`config.mk`:
```
export PLATFORM = sky130hd
export DESIGN_NAME = tilt_gesture_debounce
export DESIGN_NICKNAME = d
export VERILOG_FILES = /design/src/rtl/tilt_gesture_debounce.sv
export SDC_FILE = /design/constraint.sdc
export NUM_CORES = 1
export LEC_CHECK = 0
export ABC_AREA = 1
export CAP_MARGIN = 25
export CORE_MARGIN = 4
export CORE_UTILIZATION = 53
export CTS_BUF_LIST = sky130_fd_sc_hd__clkbuf_4 sky130_fd_sc_hd__clkbuf_8 sky130_fd_sc_hd__clkbuf_16
export CTS_CLUSTER_DIAMETER = 80
export DETAILED_ROUTE_END_ITERATION = 8
export GPL_ROUTABILITY_DRIVEN = 0
export PLACE_DENSITY_LB_ADDON = 0.25
export SLEW_MARGIN = 15
export SYNTH_ARGS = -nofsm -noshare
export SYNTH_HDL_FRONTEND = slang
export SYNTH_SLANG_ARGS = --single-unit
```
`constraint.sdc`:
```
create_clock -name clk -period 4.1 [get_ports clk]
set_clock_uncertainty 0.1 [all_clocks]
set_input_delay 0.82 -clock clk [delete_from_list [all_inputs] [get_ports clk]]
set_output_delay 0.82 -clock clk [all_outputs]
set_load 0.005 [all_outputs]
```
`src/rtl/tilt_gesture_debounce.sv`:
```
// Tilt gesture debouncer: a sustained non-neutral tilt code fires one event, the board must
// return to neutral before re-arming, and events queue in a first-word-fall-through FIFO.
module tilt_gesture_debounce #(
    parameter int HOLD_SAMPLES  = 8,
    parameter int REARM_SAMPLES = 4,
    parameter int CNT_W         = 4,
    parameter int FIFO_DEPTH    = 4,
    parameter int PTR_W         = 2
) (
    input  logic             clk,
    input  logic             reset,
    input  logic             tilt_valid,
    input  logic [1:0]       tilt_code,
    input  logic             evt_ready,
    input  logic             clear_overflow,
    output logic             evt_valid,
    output logic [1:0]       evt_code,
    output logic [PTR_W:0]   evt_level,
    output logic             overflow
);

    typedef enum logic [1:0] {
        IDLE    = 2'b00,
        TRACK   = 2'b01,
        LATCHED = 2'b10
    } state_t;

    state_t           state, state_next;
    logic [1:0]       cand, cand_next;
    logic [CNT_W-1:0] cnt, cnt_next, cnt_inc;
    logic [CNT_W-1:0] rcnt, rcnt_next, rcnt_inc;
    logic             fire;

    logic [1:0]       mem [FIFO_DEPTH];
    logic [PTR_W-1:0] wr_ptr, rd_ptr, rd_next, wr_next;
    logic [PTR_W:0]   level_next;
    logic             pop, full, do_push, drop;
    logic [1:0]       head_next;

    assign cnt_inc  = cnt + CNT_W'(1);
    assign rcnt_inc = rcnt + CNT_W'(1);

    // Gesture FSM next-state: only qualified samples advance it.
    always_comb begin
        state_next = state;
        cand_next  = cand;
        cnt_next   = cnt;
        rcnt_next  = rcnt;
        fire       = 1'b0;
        if (tilt_valid) begin
            case (state)
                IDLE: begin
                    if (tilt_code != 2'b00) begin
                        cand_next  = tilt_code;
                        cnt_next   = CNT_W'(1);
                        state_next = TRACK;
                    end else begin
                        state_next = IDLE;
                    end
                end
                TRACK: begin
                    if (tilt_code == cand) begin
                        if (cnt_inc == CNT_W'(HOLD_SAMPLES)) begin
                            fire       = 1'b1;
                            rcnt_next  = CNT_W'(0);
                            state_next = LATCHED;
                        end else begin
                            cnt_next = cnt_inc;
                        end
                    end else if (tilt_code == 2'b00) begin
                        state_next = IDLE;
                    end else begin
                        cand_next = tilt_code;
                        cnt_next  = CNT_W'(1);
                    end
                end
                LATCHED: begin
                    if (tilt_code == 2'b00) begin
                        rcnt_next = rcnt_inc;
                        if (rcnt_inc == CNT_W'(REARM_SAMPLES)) begin
                            state_next = IDLE;
                        end else begin
                            state_next = LATCHED;
                        end
                    end else begin
                        rcnt_next = CNT_W'(0);
                    end
                end
                default: begin
                    state_next = IDLE;
                end
            endcase
        end else begin
            state_next = state;
        end
    end

    // FIFO control; a full FIFO still accepts a push when the head leaves in the same cycle.
    always_comb begin
        pop        = evt_valid & evt_ready;
        full       = (evt_level == (PTR_W+1)'(FIFO_DEPTH));
        do_push    = fire & (~full | pop);
        drop       = fire & full & ~pop;
        level_next = evt_level + (PTR_W+1)'(do_push) - (PTR_W+1)'(pop);
        rd_next    = rd_ptr + PTR_W'(pop);
        wr_next    = wr_ptr + PTR_W'(do_push);
        if (level_next == (PTR_W+1)'(0)) begin
            head_next = 2'b00;
        end else if (do_push && (rd_next == wr_ptr)) begin
            head_next = cand;
        end else begin
            head_next = mem[rd_next];
        end
    end

    // State, counters, pointers and registered outputs.
    always_ff @(posedge clk) begin
        if (reset) begin
            state     <= IDLE;
            cand      <= 2'b00;
            cnt       <= CNT_W'(0);
            rcnt      <= CNT_W'(0);
            wr_ptr    <= PTR_W'(0);
            rd_ptr    <= PTR_W'(0);
            evt_level <= (PTR_W+1)'(0);
            evt_valid <= 1'b0;
            evt_code  <= 2'b00;
            overflow  <= 1'b0;
        end else begin
            state     <= state_next;
            cand      <= cand_next;
            cnt       <= cnt_next;
            rcnt      <= rcnt_next;
            wr_ptr    <= wr_next;
            rd_ptr    <= rd_next;
            evt_level <= level_next;
            evt_valid <= (level_next != (PTR_W+1)'(0));
            evt_code  <= head_next;
            if (drop) begin
                overflow <= 1'b1;
            end else if (clear_overflow) begin
                overflow <= 1'b0;
            end
        end
    end

    // Event storage; contents need no reset because occupancy gates visibility.
    always_ff @(posedge clk) begin
        if (do_push) begin
            mem[wr_ptr] <= cand;
        end
    end

endmodule
```
# ---- Word-level counts from Yosys, hierarchy flattened
# Memories as Yosys holds them, arrays and structs flattened. A register that Yosys moved wholly into a read port is not among the register bits.
# Index checks and enable logic that the tools add are counted.
dict set report totals {
  reg_bits 21
  ram_bits 8
  inputBits 7
  output_inout_bits 7
  elab_cells 80
  memories 1
}
dict set report op_classes {
  n_addsub 6
  n_eq_ne 16
  n_mux 28
  bitwise_logic 7
  n_reduce_logical 13
}
# name depth width rd rd_clocked_by_memory_dff write_ports line_no
set memory_table {}
lappend memory_table {mem 4 2 1 1 1 34} ;# logic [1:0] mem [FIFO_DEPTH];
# op count
set ops {}
lappend ops {{$mux W4} 7}
lappend ops {{$mux W2} 8}
lappend ops {{$pmux W4 S2} 2}
lappend ops {{$ne A2 B2 Y1 const B} 6}
lappend ops {{$ne A3 B3 Y1 const B} 4}
lappend ops {{$reduce_and A5 Y1} 2}
lappend ops {{$mux W1} 9}
lappend ops {{$add A4 B1 Y4 const B} 2}
lappend ops {{$reduce_and A4 Y1} 2}
lappend ops {{$reduce_bool A2 Y1} 4}
lappend ops {{$pmux W2 S3} 1}
lappend ops {{$add A2 B1 Y2} 2}
lappend ops {{$and A1 B1 Y1} 4}
lappend ops {{$eq A4 B3 Y1 const B} 1}
lappend ops {{$eq A4 B4 Y1 const B} 1}
lappend ops {{$logic_not A2 Y1} 2}
lappend ops {{$pmux W2 S2} 1}
lappend ops {{$add A3 B1 Y3} 1}
lappend ops {{$eq A3 B3 Y1 const B} 1}
lappend ops {{$logic_not A3 Y1} 1}
lappend ops {{$reduce_bool A3 Y1} 1}
lappend ops {{$sub A3 B1 Y3} 1}
lappend ops {{$eq A2 B1 Y1 const B} 1}
lappend ops {{$eq A2 B2 Y1} 1}
lappend ops {{other kinds (4)} 5}

# ---- Longest topological paths before layout
# Gate-level depths: netlist of the first run.
dict set report depth {
  depth_word 11
  depth_mapped 19
  mapped_depth_nobuf 19
}

# ---- Least setup slack after synthesis of the first run
# Ideal clock, no wire load.
dict set report synth_timing {
  path_kind {input -> register}
  from {in tilt_code[0]}
  to {reg evt_code[0], read port of mem}
  setup_time_ns 0.113
  t_arrival_ns 2.787
  required_time_ns 3.887
  path_slack_ns 1.100
  cell_stages 17
  path_buffers 0
  path_cell_list {xnor2_2 > nand3_4 > inv_4 > nand2_4 > nor2_4 > nand2_4 > ha_1 > inv_1 > ha_1 > inv_1 > fa_1 > xnor2_1 > nand3_1 > nand2_1 > inv_1 > nand2_1 > nor2_1}
}
dict set report synth_via {
  elab_chain_len 9
}
# element line_no
set synth_lines {}
lappend synth_lines {{start, declared} 13} ;# input logic [1:0] tilt_code,
lappend synth_lines {{$eq A2 B2 Y1} 62} ;# if (tilt_code == cand) begin
lappend synth_lines {{$mux W1} 62}
lappend synth_lines {{$mux W1} 51} ;# case (state)
lappend synth_lines {{$mux W1} 50} ;# if (tilt_valid) begin
lappend synth_lines {{$and A1 B1 Y1} 102} ;# do_push = fire & (~full | pop);
lappend synth_lines {{$add A3 B1 Y3} 104} ;# level_next = evt_level + (PTR_W+1)'(do_push) - (PTR_W+1)'(pop);
lappend synth_lines {{$sub A3 B1 Y3} 104}
lappend synth_lines {{$logic_not A3 Y1} 107} ;# if (level_next == (PTR_W+1)'(0)) begin
lappend synth_lines {{$reduce_or A2 Y1 (no source line)} -}
lappend synth_lines {{end, declared} 17} ;# output logic [1:0] evt_code,
# Every way passes these cells.
# A chain may end at the register's enable or synchronous reset.

# ---- Final worst setup path of the first run
dict set report layout_timing {
  from {in tilt_code[0]}
  to {reg evt_code[1], read port of mem}
}
# The elaborated chain is that of the path after synthesis.

==> impl.org, run 1 <==
** Detailed routing
- Post-Route WL :: 3.03 mm
- The first detailed-routing pass ran for 4 iterations.
- DRC :: 0
- Wirelength per Cell :: 10.4 um
- Drt via density :: 4.65
- Via total after detailed routing :: 1354
- Count of routing violations after the opening detailed-route iteration :: 26
- Final antenna-violating net count :: 0

** Floorplan
- Die footprint :: 0.00418 mm2
- Die height :: 64.7 um
- Die width :: 64.7 um
- Pin placement for this block handled 14 I/O pins.
- Starting density of the core :: 55.7%
- Floorplan row count :: 20
- The total area inside the core boundary comes to 0.00305 mm2.

** Layout
- Layout overhead on the synthesized area :: 13.6%
- Proportion of layout cells with a drive suffix above 1 :: 11.3%
- The repair_antennas step left the layout with diodes totalling 0.
- The filler cells instantiated in the layout total 305.
- Count of nets after finishing :: 260
- For this run, the share of the core covered by cells in the final layout is 63.3%.

** STA
- In the final timing run, aggregate negative setup slack is 0 ns.
- At the pin with the least slew margin, the transition time is 0.517 ns.
- In this run the tightest slew margin relative to its limit is 65.5%.
- Hold is met by 0.366 ns.
- Static timing analysis puts the maximum clock frequency at 0.296 GHz.
- Final setup violation count :: 0
- Hold violation total from the final report :: 0
- Number of max-slew violations in the final report :: 0
- After layout, the worst path uses 82.5% of the clock period.
- Final critical-path required period :: 3.38 ns
- Setup repair after global routing left no endpoint under its margin.

** Synthesis
- Dominant combinational cell family by area after synthesis :: simple AND/OR/NAND/NOR gates
- Syn_nets :: 242
- Summing the areas of all xor and xnor instances in the mapped netlist gives 3.01% of the synthesized area.
- Simple logic cell fraction of the synthesized area :: 36.0%
- Netlist area before placement :: 0.00170 mm2
- Area share of the largest cell type after synthesis :: 27.1%
- After Yosys synthesis, full adders, half adders and majority gates account for 5.59% of the synthesized area.
- The synthesized netlist contains 33 unique library cells.
- Sequential elements use 41.2% of the synthesized area.
- The synthesized design contains 8 enable-type register cells.
- sky130_fd_sc_hd__dfxtp_1 takes more of the synthesized area than any other cell.
- Multiplexer area fraction after synthesis :: 0%
- Yosys printed 0 warnings.
- Top area cells in the synthesized netlist :: sky130_fd_sc_hd__dfxtp_1, sky130_fd_sc_hd__edfxtp_1, sky130_fd_sc_hd__nand2_1
- Count of state elements after synthesis :: 31
- The synthesized netlist devotes 5.44% of its cell area to compound gates.
- Post-Synthesis Mean Instance Area :: 7.46 um2
- After technology mapping, the gate count stands at 228.
- After synthesis, the share of flip-flops with an asynchronous set or reset is 0%.
- The most used flip-flop cell after synthesis is sky130_fd_sc_hd__dfxtp_1.

** Worst hold path
- In this run the worst hold path is classified as flip-flop to flip-flop.

** CTS
- Sinks on Clock Net :: 31
- The clock reaches the later pin of the worst-skew pair after 0.32 ns.
- In this run the post-CTS setup repair buffer count came out at 0.
- Post-CTS repair changed the size of 0 cells.
- Clock root buffer :: sky130_fd_sc_hd__clkbuf_4
- Clock-pin slew on the worst setup and hold paths :: 0.09 ns
- In this run, post-CTS hold repair placed 0 buffers.
- Number of buffers on the longest clock path :: 2
- H-Tree Depth :: 2
- TritonCTS created 5 clock buffers.
- TritonCTS built the clock tree.

** Power
- Net switching power :: 0.000277 W
- VDD sags by at most 0.000247 V.
- Of the total power, combinational logic draws 32.8%.
- In this run the power density over the cells is 429 mW/mm2.
- After layout, the design draws a total of 0.000830 W.
- Register share of total power :: 45.9%
- Switching Fraction :: 33.3%
- In this run the static leakage power is 0.897 nW.
- Power Internal :: 0.000554 W
- Clock network fraction of total power :: 21.3%

** Global route
- The first global-routing pass estimated 5.30 mm of wire.
- The via count of the first global-routing pass was 1245.
- For this run, the total global-route usage over all layers was measured as 16.4%.
- Entering global routing, the biggest net connects 14 pins.
- Global routing finished with a remaining overflow of 0.
- Antenna violations before repair :: 0

** Placed design
- The count of buffers added on input and output ports is 13.
- Detailed placement ended at an HPWL of 2.39 mm.

** Critical path
- Data on the critical path is required at its endpoint by 4.23 ns.
- Data arrives at the worst endpoint at 3.51 ns.
- Along the worst path, the maximum fanout reaches 9.
- Register-to-register path setup slack :: 1.21 ns
- The worst setup path is captured at a flip-flop.
- The worst setup path is launched from an input port.
- Worst setup path class :: input port to flip-flop

** Outcome
- Outcome :: complete, no violations

** Flow run
- Maxcap violations :: 0
layout by cell type (no fill, tap or decap), types with 2 or more instances in the layout:
cell type / Yosys / routed
sky130_fd_sc_hd__nand2_1: 61 / 61
sky130_fd_sc_hd__nor2_1: 39 / 39
sky130_fd_sc_hd__inv_1: 33 / 33
sky130_fd_sc_hd__dfxtp_1: 23 / 23
sky130_fd_sc_hd__clkdlybuf4s50_1: 0 / 13
sky130_fd_sc_hd__nand3_1: 11 / 11
sky130_fd_sc_hd__edfxtp_1: 8 / 8
sky130_fd_sc_hd__clkbuf_4: 0 / 7
sky130_fd_sc_hd__nor3_1: 6 / 6
sky130_fd_sc_hd__ha_1: 6 / 6
sky130_fd_sc_hd__nor2_4: 4 / 4
sky130_fd_sc_hd__nand4_1: 3 / 3
sky130_fd_sc_hd__xnor2_1: 3 / 3
sky130_fd_sc_hd__a21oi_1: 3 / 3
sky130_fd_sc_hd__o21ai_0: 3 / 3
sky130_fd_sc_hd__a21oi_2: 3 / 3
sky130_fd_sc_hd__inv_2: 2 / 2
sky130_fd_sc_hd__nand2_4: 2 / 2
sky130_fd_sc_hd__nand2_2: 2 / 2
through the flow:
| stage | cells | area, um2 | worst slack [ns] |
|---|---|---|---|
| 6_report | 291 | 1930 | 0.719 |
| 5_1_grt | 291 | 1930 | 0.527 |
| 4_1_cts | 291 | 1930 | 0.715 |
| 3_5_place_dp | 283 | 1880 | 0.362 |
| 3_3_place_gp | 283 | 1880 | 0.456 |
| 2_1_floorplan | 228 | 1700 | 1.10 |
cell usage after synthesis (2+ instances only):
cell                        n
sky130_fd_sc_hd__nor2_4     4
sky130_fd_sc_hd__xnor2_1    3
sky130_fd_sc_hd__edfxtp_1   8
sky130_fd_sc_hd__inv_2      2
sky130_fd_sc_hd__nor2_1    39
sky130_fd_sc_hd__nand3_1   11
sky130_fd_sc_hd__nor3_1     6
sky130_fd_sc_hd__dfxtp_1   23
sky130_fd_sc_hd__nand4_1    3
sky130_fd_sc_hd__nand2_1   61
sky130_fd_sc_hd__nand2_4    2
sky130_fd_sc_hd__nand2_2    2
sky130_fd_sc_hd__o21ai_0    3
sky130_fd_sc_hd__a21oi_2    3
sky130_fd_sc_hd__ha_1       6
sky130_fd_sc_hd__inv_1     33
sky130_fd_sc_hd__a21oi_1    3
logic make-up after synthesis:
logic type               count (synthesis)
flip-flops                              31
AO/OA/AOI/OAI                           14
buffers and inverters                   38
adder cells (fa/ha/maj)                  7
XOR/XNOR                                 5
AND/OR/NAND/NOR                        133
sequential cells by signal (all words and copies together), names as in the netlist:
register / cells
mem: 8
cnt: 4
rcnt: 4
evt_level: 3
cand: 2
evt_code: 2
rd_ptr: 2
state: 2
wr_ptr: 2
evt_valid: 1
overflow: 1
path summary, 6_finish.rpt:
path / start / to / cells after the start
hold / removal: overflow / overflow / 2
setup reg to reg: cnt[0] / evt_code[1] / 19
setup / recovery: tilt_code[0] / evt_code[1] / 18
hold reg to reg: overflow / overflow / 2
worst max-delay path: stages:
cell	delay [ns]
sky130_fd_sc_hd__clkdlybuf4s50_1	0.49
sky130_fd_sc_hd__xnor2_2	0.23
sky130_fd_sc_hd__nand3_4	0.19
sky130_fd_sc_hd__inv_4	0.11
sky130_fd_sc_hd__nand2_4	0.05
sky130_fd_sc_hd__nor2_4	0.11
sky130_fd_sc_hd__nand2_4	0.08
sky130_fd_sc_hd__ha_1	0.29
sky130_fd_sc_hd__inv_1	0.05
sky130_fd_sc_hd__ha_1	0.13
sky130_fd_sc_hd__inv_1	0.04
sky130_fd_sc_hd__fa_1	0.37
sky130_fd_sc_hd__xnor2_1	0.22
sky130_fd_sc_hd__nand3_1	0.09
sky130_fd_sc_hd__nand2_1	0.06
sky130_fd_sc_hd__inv_1	0.06
sky130_fd_sc_hd__nand2_1	0.06
sky130_fd_sc_hd__nor2_1	0.04
layer usage:
metal	part of all wire (%)	routed length, um	global-route usage [%]	vias to the layer above
met5	0	0	0	-
met4	2.2	68	8.71	0
met3	2.6	80	3.64	7
met2	48	1460	28.2	13
met1	47	1420	19.0	586
li1	-	-	-	748
area by class of cell:
| class | instances | area (um2) | share of cell area [%] |
|---|---|---|---|
| Clock buffer | 7 | 52.6 | 2.72 |
| Clock inverter | 1 | 5.00 | 0.259 |
| Inverter | 36 | 138 | 7.12 |
| Multi-Input combinational cell | 159 | 852 | 44.1 |
| Sequential cell | 31 | 701 | 36.2 |
| Tap cell | 44 | 55.1 | 2.85 |
| Timing Repair Buffer | 13 | 130 | 6.73 |
power groups by stage:
| stage | clock network (W) | registers, W | logic, W |
|---|---|---|---|
| 6_report | 0.000177 | 0.000381 | 0.000273 |
| 5_1_grt | 0.000201 | 0.000387 | 0.000313 |
| 4_1_cts | 0.000185 | 0.000382 | 0.000277 |
| 3_5_place_dp | 0 | 0.000389 | 0.000275 |
| 3_3_place_gp | 0 | 0.000389 | 0.000272 |
| 2_1_floorplan | 0 | 0.000385 | 0.000184 |
No activity file was read; power rests on OpenSTA's default activity.
==> inputs of run 2 (changes only) <==
CORE_UTILIZATION = 51   (was 53)
clock period = 2.8 ns   (was 4.1 ns; I/O delays follow)
==> impl.org, run 2 (same netlist as run 1, synthesis figures left out) <==
** Floorplan
- Starting density of the core :: 54.4%
- Floorplan row count :: 20
- The die covers 0.00432 mm2.
- I/O pin count :: 14
- The die is 65.8 um wide.
- The core region is 0.00313 mm2.
- In this run the vertical extent of the chip is 65.8 um.

** CTS
- TritonCTS clock tree :: built
- Cts hold-fix bufs :: 0
- The clock reaches the later pin of the worst-skew pair after 0.33 ns.
- The clock tree synthesis step divided the H-tree into 2 levels.
- The root buffer cell chosen for the clock tree is sky130_fd_sc_hd__clkbuf_4.
- CTS saw 31 sinks.
- TritonCTS buffer count :: 5
- Clock-pin slew on the worst setup and hold paths :: 0.09 ns
- Number of buffers on the longest clock path :: 2

** Critical path
- The worst register-to-register path begins at cnt[0].
- Walking the worst path, the cells encountered are ha_4 > nand2_1 > inv_2 > nand3_2 > inv_2 > nand2_4 > nor2_4 > nand2_4 > ha_4 > inv_1 > ha_2 > inv_2 > fa_2 > xnor2_2 > nand3_1 > nand2_1 > inv_2 > nand2_1 > nor2_1.
- The critical path in this run is classified as flip-flop to flip-flop.
- CP peak stage delay :: 0.39 ns
- For the worst setup path, the data arrival time is 2.77 ns.
- Data on the critical path is required at its endpoint by 2.94 ns.
- Setup crit end kind :: flip-flop
- Register-to-register path setup slack :: 0.17 ns
- Largest fanout of any net on the critical path :: 5
- CP max-delay cell :: sky130_fd_sc_hd__dfxtp_4
- The worst setup path is launched from a flip-flop.
- Counting both buffers and inverters, the worst setup path holds a total of 5.
- Tracing the worst setup path back leads to its startpoint at cnt[0].
- In this design, the largest share of critical-path delay is due to adder cells.
- Library cell appearing most often on the critical path :: sky130_fd_sc_hd__inv_2

** Detailed routing
- DRC :: 0
- Pre-Repair DR Iteration Count :: 2
- In this run, the number of DRC markers left after iteration 0 of detailed routing was 44.
- The count of nets left with antenna violations once routing finished came out at 0.
- In the final routed layout, each cell accounts on average for 11.1 um.
- Summed over all layers, the routed wires come to 3.43 mm.
- Via total after detailed routing :: 1478
- Drt via density :: 4.77

** Global route
- Antenna violations before repair :: 0
- Number of global-route vias before repair :: 1372
- Largest net degree at the start of global routing :: 14
- First-pass GRT wire length :: 5.71 mm
- After global routing the overflow that remains totals 0.
- Global-route usage over all layers :: 17.5%

** Power
- The design draws 0.00144 W.
- Pwr dens :: 673 mW/mm2
- VDD sags by at most 0.000310 V.
- Leak :: 0.995 nW

** STA
- Number of max-slew violations in the final report :: 0
- For the final routed database, the setup TNS stands at 0 ns.
- Final setup violation count :: 0
- Static timing analysis puts the maximum clock frequency at 0.380 GHz.
- Hold WS :: 0.371 ns
- Final critical-path required period :: 2.63 ns
- For the pin with the worst max-slew slack, the measured transition is 0.379 ns.
- RSZ-0062 raised after global routing :: false
- Headroom to the max-slew limit came out at 74.6%.
- Share of the clock period used by the worst path after layout :: 94.0%
- Hold violation total from the final report :: 0

** Worst hold path
- Worst min-delay path startpoint :: overflow
- In this run the worst hold path is classified as flip-flop to flip-flop.

** Placed design
- Summed over all nets, the half-perimeter wirelength after detailed placement is 2.53 mm.
- Placed standard-cell area :: 0.00199 mm2
- During placement, the flow inserted port buffers numbering 13.

** Layout
- Layout overhead on the synthesized area :: 26.0%
- Commonest non-fill, non-tap cell in the layout :: sky130_fd_sc_hd__nand2_1
- Number of antenna diodes :: 0
- The post-route netlist has 23.3% of its cells at a drive strength greater than 1.
- mem holds more flip-flops than any other register.
- Number of flip-flops in the largest register :: 8
- With fillers left out, the area of the finished cells amounts to 0.00214 mm2.
- Count of nets after finishing :: 279
- Post-layout util :: 68.5%
- Top Registers :: mem x8, cnt x4, rcnt x4
- The top cell types in the final layout, fill and taps aside, are sky130_fd_sc_hd__nand2_1, sky130_fd_sc_hd__nor2_1, sky130_fd_sc_hd__inv_1, sky130_fd_sc_hd__dfxtp_1, sky130_fd_sc_hd__buf_4.

** Outcome
- Outcome :: complete, no violations

** Flow run
- Maxcap violations :: 0
[run 2: layout make-up]
type                    instances  area, um2
fillers                       284        985
multi-input cells             159        892
flip-flops and latches         31        709
repair buffers                 32        263
inverters                      36        138
well taps                      44       55.1
clock buffers                   6       51.3
clock inverters                 2       35.0
[run 2: through the flow]
| stage | worst slack [ns] | instances |
|---|---|---|
| after CTS | 0.0186 | 307 |
| after floorplan | 0.0599 | 228 |
| after global placement | -0.417 | 298 |
| after global routing | 0.0271 | 310 |
| final | 0.168 | 310 |
| after detailed placement | -0.506 | 298 |
[run 2: what timing repair did]
item	CTS	global route
pin swaps	2	7
gates cloned	0	0
setup endpoints to repair	4	4
resized for setup	3	19
setup buffers	1	3
[run 2: where the power goes]
| group | leakage (nW) | total [W] | internal (W) | switching (W) |
|---|---|---|---|---|
| clock network | 0.0482 | 0.000363 | 0.000211 | 0.000152 |
| logic | 0.684 | 0.000519 | 0.000262 | 0.000257 |
| registers | 0.263 | 0.000560 | 0.000514 | 0.0000461 |
| total | 0.995 | 0.00144 | 0.000988 | 0.000455 |
[run 2: worst paths after layout]
kind	depth (start not counted)	endpoint
worst min register to register	2	overflow
worst min-delay path	2	overflow
worst max register to register	19	evt_code[1]
worst max-delay path	19	evt_code[1]
[run 2: per-layer routing]
layer  up-vias  wire [um]  part of all wire (%)  GRT usage (%)
met2        10       1720                    50           29.9
met1       675       1600                    47           20.3
li1        787          -                     -              -
met5         -          0                     0              0
met3         6         67                   2.0           4.10
met4         0         47                   1.4           8.29
[run 2: worst register-to-register path, stage by stage, from the launching register on]
cell	delay, ns
sky130_fd_sc_hd__dfxtp_4	0.39
sky130_fd_sc_hd__ha_4	0.14
sky130_fd_sc_hd__nand2_1	0.05
sky130_fd_sc_hd__inv_2	0.07
sky130_fd_sc_hd__nand3_2	0.09
sky130_fd_sc_hd__inv_2	0.09
sky130_fd_sc_hd__nand2_4	0.06
sky130_fd_sc_hd__nor2_4	0.13
sky130_fd_sc_hd__nand2_4	0.07
sky130_fd_sc_hd__ha_4	0.23
sky130_fd_sc_hd__inv_1	0.05
sky130_fd_sc_hd__ha_2	0.16
sky130_fd_sc_hd__inv_2	0.04
sky130_fd_sc_hd__fa_2	0.38
sky130_fd_sc_hd__xnor2_2	0.19
sky130_fd_sc_hd__nand3_1	0.10
sky130_fd_sc_hd__nand2_1	0.08
sky130_fd_sc_hd__inv_2	0.05
sky130_fd_sc_hd__nand2_1	0.06
sky130_fd_sc_hd__nor2_1	0.04
==> inputs of run 3 (changes only) <==
SKIP_LAST_GASP = 1   (was not set)
SLEW_MARGIN = 10   (was 15)
==> results of run 3 <==
No change in the layout: final DEF, timing and power equal those of run 2.
